<file path="config.mk">
export PLATFORM = sky130hd
export DESIGN_NAME = fib_seq_gen
export DESIGN_NICKNAME = d
export VERILOG_FILES = /design/src/rtl/fib_seq_gen.sv
export SDC_FILE = /design/constraint.sdc
export NUM_CORES = 1
export LEC_CHECK = 0
export CAP_MARGIN = 20
export CORE_MARGIN = 4
export CORE_UTILIZATION = 45
export DETAILED_ROUTE_END_ITERATION = 12
export MAX_ROUTING_LAYER = met4
export PLACE_DENSITY = 0.77
export SYNTH_ARGS = -nofsm -noshare
export SYNTH_HDL_FRONTEND = slang
export SYNTH_SLANG_ARGS = --single-unit
</file>
<file path="constraint.sdc">
create_clock -name clk -period 2.8 [get_ports clk]
set_clock_uncertainty 0.05 [all_clocks]
set_input_delay 0.28 -clock clk [delete_from_list [all_inputs] [get_ports clk]]
set_output_delay 0.28 -clock clk [all_outputs]
set_load 0.03 [all_outputs]
</file>
<file path="src/rtl/fib_seq_gen.sv">
// Fibonacci term generator with a valid/ready output stream, launched by a start pulse.
// Optional build macro FIB_SEQ_GEN_BCD_EN caps the sequence at 9 (single BCD digits).
module fib_seq_gen #(
  parameter int WIDTH = 8
) (
  input  logic             clk,
  input  logic             rst_n,
  input  logic             start,
  input  logic             clear,
  output logic [WIDTH-1:0] out_data,
  output logic             out_valid,
  input  logic             out_ready,
  output logic             busy,
  output logic             done
);

  typedef enum logic [1:0] {IDLE, RUN, DONE} state_t;

`ifdef FIB_SEQ_GEN_BCD_EN
  localparam logic [WIDTH:0] LIMIT = (WIDTH+1)'(9);
`else
  localparam logic [WIDTH:0] LIMIT = {1'b0, {WIDTH{1'b1}}};
`endif

  state_t           state, state_nxt;
  logic [WIDTH-1:0] a, a_nxt;
  logic [WIDTH:0]   b, b_nxt;
  logic             accept;

  assign accept    = out_valid & out_ready;
  assign out_data  = a;
  assign out_valid = (state == RUN);
  assign busy      = (state == RUN);
  assign done      = (state == DONE);

  always_ff @(posedge clk or negedge rst_n) begin
    if (!rst_n) begin
      state <= IDLE;
      a     <= '0;
      b     <= '0;
    end else begin
      state <= state_nxt;
      a     <= a_nxt;
      b     <= b_nxt;
    end
  end

  // b only advances while it is <= LIMIT, so a+b stays within 2*LIMIT and fits WIDTH+1 bits.
  always_comb begin
    state_nxt = state;
    a_nxt     = a;
    b_nxt     = b;
    case (state)
      IDLE: begin
        if (start && !clear) begin
          state_nxt = RUN;
          a_nxt     = '0;
          b_nxt     = (WIDTH+1)'(1);
        end
      end
      RUN: begin
        if (clear) begin
          state_nxt = IDLE;
        end else if (accept) begin
          if (b > LIMIT) begin
            state_nxt = DONE;
          end else begin
            a_nxt = b[WIDTH-1:0];
            b_nxt = {1'b0, a} + b;
          end
        end
      end
      DONE:    state_nxt = IDLE;
      default: state_nxt = IDLE;
    endcase
  end

endmodule

</file>
==> impl_metrics.tcl, run 1 <==
set metrics [dict create \
    mappedNetlistArea_um2 1127 \
    whs_ps 404.2 \
    cp.required_ps 2990 \
    cts.htree.levels 1 \
    min_path_type "in -> async" \
    grtUsageMet1 0.2241 \
    yosysWarnings 0 \
    cp_num_buf_inv 0 \
    cts_hold_buf 0 \
    cts_tree "done" \
    drcViolationCount 0 \
    drtIter0Drc 25 \
    path_cells "or3b_1 > or2_1 > or4_1 > nand3_1" \
    cpLargestDelayFamily "simple AND/OR/NAND/NOR gates" \
    io_pins 16 \
    yosys-top-cells-area "dfrtp_1 42%, ha_1 8.9%, nand3_1 7.1%, nand2_1 4.0%, o21a_1 2.7%" \
    synthToLayoutAreaGrowth_pct 16.76 \
    busiest_layer "met2" \
    status "finished clean" \
    endpoint "b[7]" \
    avgSynthCellArea_um2 9.473 \
    die_height_um 58.05 \
    rr_worst_depth 4 \
    fin_crit_sh 0.7479 \
    multi_input_area_um2 590.6 \
    seq_area_um2 475.5 \
    initial_core_util 0.4907 \
    num_vias 924 \
    synth_edf_count 0 \
    grt_pass1_wl_um 4195 \
    relSlewSlack 0.4199 \
    cts_buffers 3 \
    r2r-start "state[1]" \
    crit_fanout 14 \
    synth_top_area_share 0.4218 \
    synth.top_cells.by_count "19 x dfrtp_1, 16 x nand3_1, 12 x nand2_1, 8 x ha_1, 6 x inv_1" \
    viasPerCell 5.739 \
    grt_use_total 0.1648 \
    crit_start "state[1]" \
    tightest_slew_ps 867.4 \
    yosysMostFrequentCell "dfrtp_1" \
    irDropWorstVdd_uv 235.0 \
    clockBufferDepth 2 \
    final_hold_viol_count 0 \
    cp_slowest_stage_delay_ps 550 \
    fp.dieW_um 58.05 \
    antenna_found_initial 0 \
    layoutNonFillerInstCount 161 \
    endpoint_kind "flop" \
    io_buffers 15 \
    finalPower_uw 531.2 \
    cap_violations 0 \
    die-area_um2 3370 \
    place_area_um2 1289 \
    path_class "reg -> reg" \
    arrival_ps 2290 \
    clk_pin_slew_ps 110 \
    cts_sinks 19 \
    setup_viol_count_final 0 \
    yosysTopAreaCell "dfrtp_1" \
    cp-start-kind "flop" \
    insertion_delay_ps 310 \
    cp_slowest_cell "or4_1" \
    rsz0062_at_grt "false" \
    drv_slew 0 \
    period_minus_slack_ps 2094 \
    grt_pass1_vias 905 \
    setup_tns_ps 0 \
    core_area_um2 2297 \
    ys_ff_latch 19 \
    use_met2 0.2403 \
    path_depth 4 \
    grt_start_max_net_pins 20 \
    r2r-end "b[7]" \
    drtAntennaViolNets 0 \
    grt_overflow 0 \
    row_count 17 \
    drive_gt1_frac 0.05263 \
    r2r_slack_ps 710 \
    post_cts_buffers 0 \
    firstDrtPassIters 4 \
    synth_fp_nets 133 \
    power_density_nw_per_um2 403.6 \
    ys.flop_type "dfrtp_1" \
    routabilityCongestion 0.8062 \
    cts_resized 0 \
    fin_area_um2 1316 \
    wirelength_um 2321 \
    async_reset_ff_frac 1.000 \
    drt-wirelength-per-cell_um 14.42 \
    p_leak_nw 0.6563 \
    syn_inst 119 \
    synth_cell_types 40 \
    dp_hpwl_um 1709 \
    met3_usage 0.02895 \
    antennaDiodeCount 0 \
    nets 148 \
    fmax_ghz 0.4775 \
    ys_seq_area_frac 0.4218 \
    n_fill_cell 214 \
    dp_cells 157 \
    root_buffer "clkbuf_4" \
]
## cells in the final DEF, fill, tap and decap left out, drive strengths merged, types with 3 or more instances in the layout
cell type      synthesis  final
a21o                   3      3
ha                     8      8
inv                    6      6
nor2b                  3      3
nor4                   3      3
nand2                 12     12
dfrtp                 19     19
o21a                   4      4
a21oi                  3      3
o21ai                  5      5
clkbuf                 3      3
clkdlybuf4s50          0     15
nand3                 16     16
nor2                   3      3
## state kept, by name (all words and copies together), names as in the netlist
name and cells:
b 9, state 2, out_data 8
## routing by layer
layer | routed length (µm) | part of all wire | vias to the layer above
li1 | - | - | 460
met1 | 1120 | 0.48 | 440
met2 | 1056 | 0.45 | 18
met3 | 100 | 0.043 | 6
met4 | 44 | 0.019 | 0
met5 | 0 | 0 | -
## area by class of cell
class | count | share of cell area
tap | 28 | 0.02662
timing repair buffer | 17 | 0.1255
multi-input combinational | 87 | 0.4487
clock buffer | 3 | 0.01711
clock inverter | 1 | 0.003802
sequential | 19 | 0.3612
inverter | 6 | 0.01711
## logic make-up (layout without fill, tap and decap cells)
kind of cell / after synthesis / in the layout / share of synthesized area
AO/OA/AOI/OAI: 28 / 28 / 0.1787
XOR/XNOR: 2 / 2 / 0.01554
adder cells (fa/ha/maj): 9 / 9 / 0.1066
buffers and inverters: 13 / 27 / 0.05438
flip-flops: 19 / 19 / 0.4218
AND/OR/NAND/NOR: 48 / 48 / 0.2231
## through the flow
step | util | setup slack (ps)
6_report | 0.5730 | 705.8
4_1_cts | 0.5730 | 689.6
2_1_floorplan | - | 849.4
5_1_grt | 0.5730 | 585.9
3_5_place_dp | 0.5610 | 476.7
3_3_place_gp | 0.5610 | 531.3
## worst min-delay path by stage
stage / slack (ps) / depth (start not counted) / end / startpoint
global placement: 440 / 2 / out_data[3] / b[3]
CTS: 430 / 1 / state[1] / rst_n
global route: 470 / 1 / state[1] / rst_n
floorplan: -70 / 0 / b[0] / rst_n
detailed placement: 440 / 2 / out_data[3] / b[3]
finish: 400 / 1 / state[1] / rst_n
## report_power, final
part	internal [mW]	switching, mW	total (mW)	leakage, nW
logic	0.0375	0.0595	0.0970	0.381
clock network	0.0534	0.0888	0.142	0.0177
registers	0.284	0.00828	0.292	0.258
total	0.375	0.157	0.531	0.656
Power figures use the tool's default switching activity.
==> run 2: changes to the inputs <==
Clock period 2.8 ns to 2.13 ns, I/O delays scaled along.
==> run 2 against run 1 <==
- utilization up 1.8 points
- clock power grew 31%
- first-iteration DRC count is 8.0% lower
- sequential cell count stayed put
- total power rose by 33%
- global-route usage shrank 1.4 points
- cell area is 3.1% higher
- sequential power increased by 31%
- non-clock buffer count rose by 4
- count of clock-buffer cells in the layout increased by 1
- register-to-register slack got worse by 500 ps
- highest routed layer unchanged
==> impl_metrics.tcl, run 2 (same netlist as run 1, synthesis figures left out) <==
set metrics [dict create \
    drtAntennaViolNets 0 \
    top_layer "met4" \
    io_buffers 15 \
    rr_worst_depth 5 \
    cts_sinks 19 \
    cp-start-kind "flop" \
    grt_overflow 0 \
    path_depth 5 \
    routabilityCongestion 0.8599 \
    wl_met2_um 1057 \
    arrival_ps 2070 \
    fin_area_um2 1358 \
    wirelength_um 2331 \
    final_cell_mix "19 x dfrtp_1, 16 x nand3_1, 15 x clkdlybuf4s50_1" \
    fmax_ghz 0.5186 \
    firstDrtPassIters 4 \
    endpoint_kind "flop" \
    top_register "b" \
    post_cts_buffers 0 \
    insertion_delay_ps 300 \
    clk_pin_slew_ps 110 \
    nets 152 \
    wl_met3_um 148 \
    cts_resized 0 \
    tightest_slew_ps 484.7 \
    cts_tree "done" \
    die_height_um 58.05 \
    core_area_um2 2297 \
    seq_area_um2 475.5 \
    min_path_type "in -> async" \
    relSlewSlack 0.6685 \
    grt_pass1_wl_um 3877 \
    final_util 0.5910 \
    drive_gt1_frac 0.07299 \
    grt_start_max_net_pins 20 \
    cap_violations 0 \
    antennaDiodeCount 0 \
    r2r-start "out_data[1]" \
    synthToLayoutAreaGrowth_pct 20.42 \
    path_cells "ha_1 > a211o_1 > a2111oi_0 > or4_1 > nand3_1" \
    setup_viol_count_final 0 \
    endpoint "b[7]" \
    layout_setup_ws_ps 201.7 \
    root_buffer "clkbuf_4" \
    cts.htree.levels 1 \
    rsz0062_at_grt "false" \
    dp_slack_ps 89.84 \
    final_common_cell "dfrtp_1" \
    r2r_slack_ps 200 \
    clockBufferDepth 2 \
    period_minus_slack_ps 1928 \
    fp.dieW_um 58.05 \
    drtIter0Drc 23 \
    row_count 17 \
    cpLargestDelayFamily "compound AO/OA/AOI/OAI gates" \
    die-area_um2 3370 \
    antenna_found_initial 0 \
    viasPerCell 6.042 \
    drt-wirelength-per-cell_um 14.13 \
    cp.required_ps 2270 \
    cts_buffers 3 \
    finalPower_uw 704.0 \
    place_area_um2 1331 \
    drv_slew 0 \
    final_hold_viol_count 0 \
    crit_start "out_data[1]" \
    grt_pass1_vias 867 \
    cts_hold_buf 0 \
    path_class "reg -> reg" \
    multi_input_area_um2 590.6 \
    io_pins 16 \
    initial_core_util 0.4907 \
    grt_use_total 0.1504 \
    cp_num_buf_inv 0 \
    status "finished clean" \
    drcViolationCount 0 \
    irDropWorstVdd_uv 274.4 \
    dp_hpwl_um 1713 \
    cp_slowest_cell "a2111oi_0" \
    wl_met1_um 1089 \
    p_leak_nw 0.6743 \
    num_vias 997 \
    setup_tns_ps 0 \
    n_fill_cell 210 \
    r2r-end "b[7]" \
    crit_fanout 4 \
    largest_reg_flops 9 \
    cp_slowest_stage_delay_ps 470 \
    power_density_nw_per_um2 518.6 \
    fin_crit_sh 0.9053 \
]
run 2: changes by cell type in the layout (fill, tap and decap cells not counted):
cell and change:
clkinv_2 -1, buf_12 +1, buf_4 +3, clkbuf_1 +1
run 2: where the power goes:
group	switching, mW	internal, mW
Sequential	0.0104	0.373
Clock	0.113	0.0730
Combinational	0.0785	0.0560
run 2: worst reg2reg max path: stages (launching register included):
cell and delay (ps):
dfrtp_1 430, ha_1 300, a211o_1 330, a2111oi_0 470
or4_1 190, nand3_1 60
run 2: final cells by class:
class	count	area share
clock buffers	4	0.01935
inverters	6	0.01659
multi-input cells	87	0.4350
flip-flops and latches	19	0.3502
well taps	28	0.02581
repair buffers	21	0.1530
run 2: metrics by stage:
step / hold WS [ps] / cells
after floorplan: -132.6 / 119
after global placement: 430.0 / 161
after detailed placement: 436.5 / 161
after CTS: 201.7 / 165
after global routing: 210.6 / 165
final: 195.9 / 165
run 2: worst min path at each step:
stage                  endpoint  depth (start not counted)
floorplan                  b[0]                          0
global placement    out_data[3]                          2
detailed placement  out_data[3]                          2
CTS                    state[1]                          2
global route               b[0]                          2
finish                 state[1]                          2
run 2: per-layer routing:
metal	vias up	global-route usage
li1	475	-
met1	483	0.2075
met2	32	0.2194
met3	7	0.02450
met4	0	0.05960
met5	-	-
==> run 3: changes to the inputs <==
Settings changed: CORE_MARGIN 4 to unset, MAX_ROUTING_LAYER met4 to unset.
==> run 3 against run 2 <==
- die area decreased by 20%
- worst setup slack worse by 34 ps
- combinational power hardly changed
- hold slack got worse by 21 ps
- final cell count up 0.61%
- largest cell class unchanged
- largest power group unchanged
- highest routed layer unchanged
==> impl_metrics.tcl, run 3 (same netlist as run 1, synthesis figures left out) <==
set metrics [dict create \
    status "finished clean" \
    final_common_cell "dfrtp_1" \
    endpoint_kind "flop" \
    setup_viol_count_final 0 \
    r2r_slack_ps 170 \
    arrival_ps 2100 \
    final_hold_viol_count 0 \
    rr_worst_depth 5 \
    irDropWorstVdd_uv 298.3 \
    p_leak_nw 0.6767 \
    cp.required_ps 2270 \
    tightest_slew_ps 511.6 \
    min_path_type "in -> async" \
    core_area_um2 2276 \
    drtAntennaViolNets 0 \
    layoutNonFillerInstCount 166 \
    dp_hpwl_um 1686 \
    nets 153 \
    dp_cells 162 \
    antennaDiodeCount 0 \
    routabilityCongestion 0.9250 \
    viasPerCell 5.759 \
    drive_gt1_frac 0.07971 \
    cts_tree "done" \
    fmax_ghz 0.5097 \
    grt_pass1_wl_um 4071 \
    drtIter0Drc 15 \
    wirelength_um 2286 \
    io_pins 16 \
    setup_tns_ps 0 \
    clockBufferDepth 2 \
    clk_pin_slew_ps 110 \
    fp.dieW_um 52.05 \
    drv_slew 0 \
    crit_start "b[1]" \
    n_fill_cell 203 \
    cts.htree.levels 1 \
    whs_ps 175.0 \
    top_register "b" \
    grt_start_max_net_pins 20 \
    cts_resized 0 \
    row_count 17 \
    die_height_um 52.05 \
    relSlewSlack 0.6501 \
    cts_buffers 3 \
    cts_sinks 19 \
    cp-start-kind "flop" \
    final_cell_mix "19 x dfrtp_1, 16 x nand3_1, 15 x clkdlybuf4s50_1" \
    path_class "reg -> reg" \
    fin_crit_sh 0.9211 \
    drt-wirelength-per-cell_um 13.77 \
    r2r-start "b[1]" \
    rsz0062_at_grt "false" \
    num_vias 956 \
    insertion_delay_ps 300 \
    cts_hold_buf 0 \
    antenna_found_initial 0 \
    firstDrtPassIters 4 \
    root_buffer "clkbuf_4" \
    io_buffers 15 \
    finalPower_uw 705.6 \
    largest_reg_flops 9 \
    grt_pass1_vias 944 \
    post_cts_buffers 0 \
    die-area_um2 2709 \
    initial_core_util 0.4953 \
    synthToLayoutAreaGrowth_pct 19.98 \
    crit_fanout 3 \
    grt_overflow 0 \
    power_density_nw_per_um2 521.7 \
    drcViolationCount 0 \
    period_minus_slack_ps 1962 \
    grt_use_total 0.2030 \
    cap_violations 0 \
    endpoint "b[7]" \
    r2r-end "b[7]" \
]
-- run 3: final cells by class --
type | count | area (µm²) | area share
clock buffer | 4 | 26.28 | 0.01943
inverter | 6 | 22.52 | 0.01665
multi-input combinational | 87 | 590.6 | 0.4366
sequential | 19 | 475.5 | 0.3515
tap | 28 | 35.03 | 0.02590
timing repair buffer | 22 | 202.7 | 0.1499
-- run 3: worst min path at each step --
stage | from | slack (ps) | cells past startpoint | end
floorplan | rst_n | -130 | 0 | b[0]
global placement | b[6] | 430 | 2 | out_data[6]
detailed placement | b[6] | 440 | 2 | out_data[6]
CTS | rst_n | 190 | 2 | b[0]
global route | rst_n | 210 | 2 | b[2]
finish | rst_n | 170 | 2 | b[2]
-- run 3: routing by layer --
| layer | part of all wire | vias up | global-route usage |
|---|---|---|---|
| met5 | 0 | - | 0 |
| met4 | 0.012 | 0 | 0.05856 |
| met3 | 0.035 | 5 | 0.04678 |
| met2 | 0.46 | 15 | 0.3419 |
| met1 | 0.49 | 461 | 0.2565 |
| li1 | - | 475 | - |
-- run 3: report_power, final --
group	total [mW]	switching (mW)	internal, mW
registers	0.384	0.0112	0.373
logic	0.131	0.0774	0.0540
clock network	0.190	0.117	0.0731
total	0.706	0.205	0.500
-- run 3: metrics by stage --
step / setup slack, ps / utilization / instance area, µm²
5_1_grt: 73.26 / 0.5943 / 1353
2_1_floorplan: 179.4 / - / 1127
3_3_place_gp: 127.7 / 0.5827 / 1326
3_5_place_dp: 109.3 / 0.5827 / 1326
4_1_cts: 175.1 / 0.5943 / 1353
6_report: 168.0 / 0.5943 / 1353
-- run 3: critical path: stages, from the launching register on --
cell       delay [ps]
dfrtp_1           430
ha_1              320
a211o_1           320
a2111oi_0         480
or4_1             190
nand3_1            60
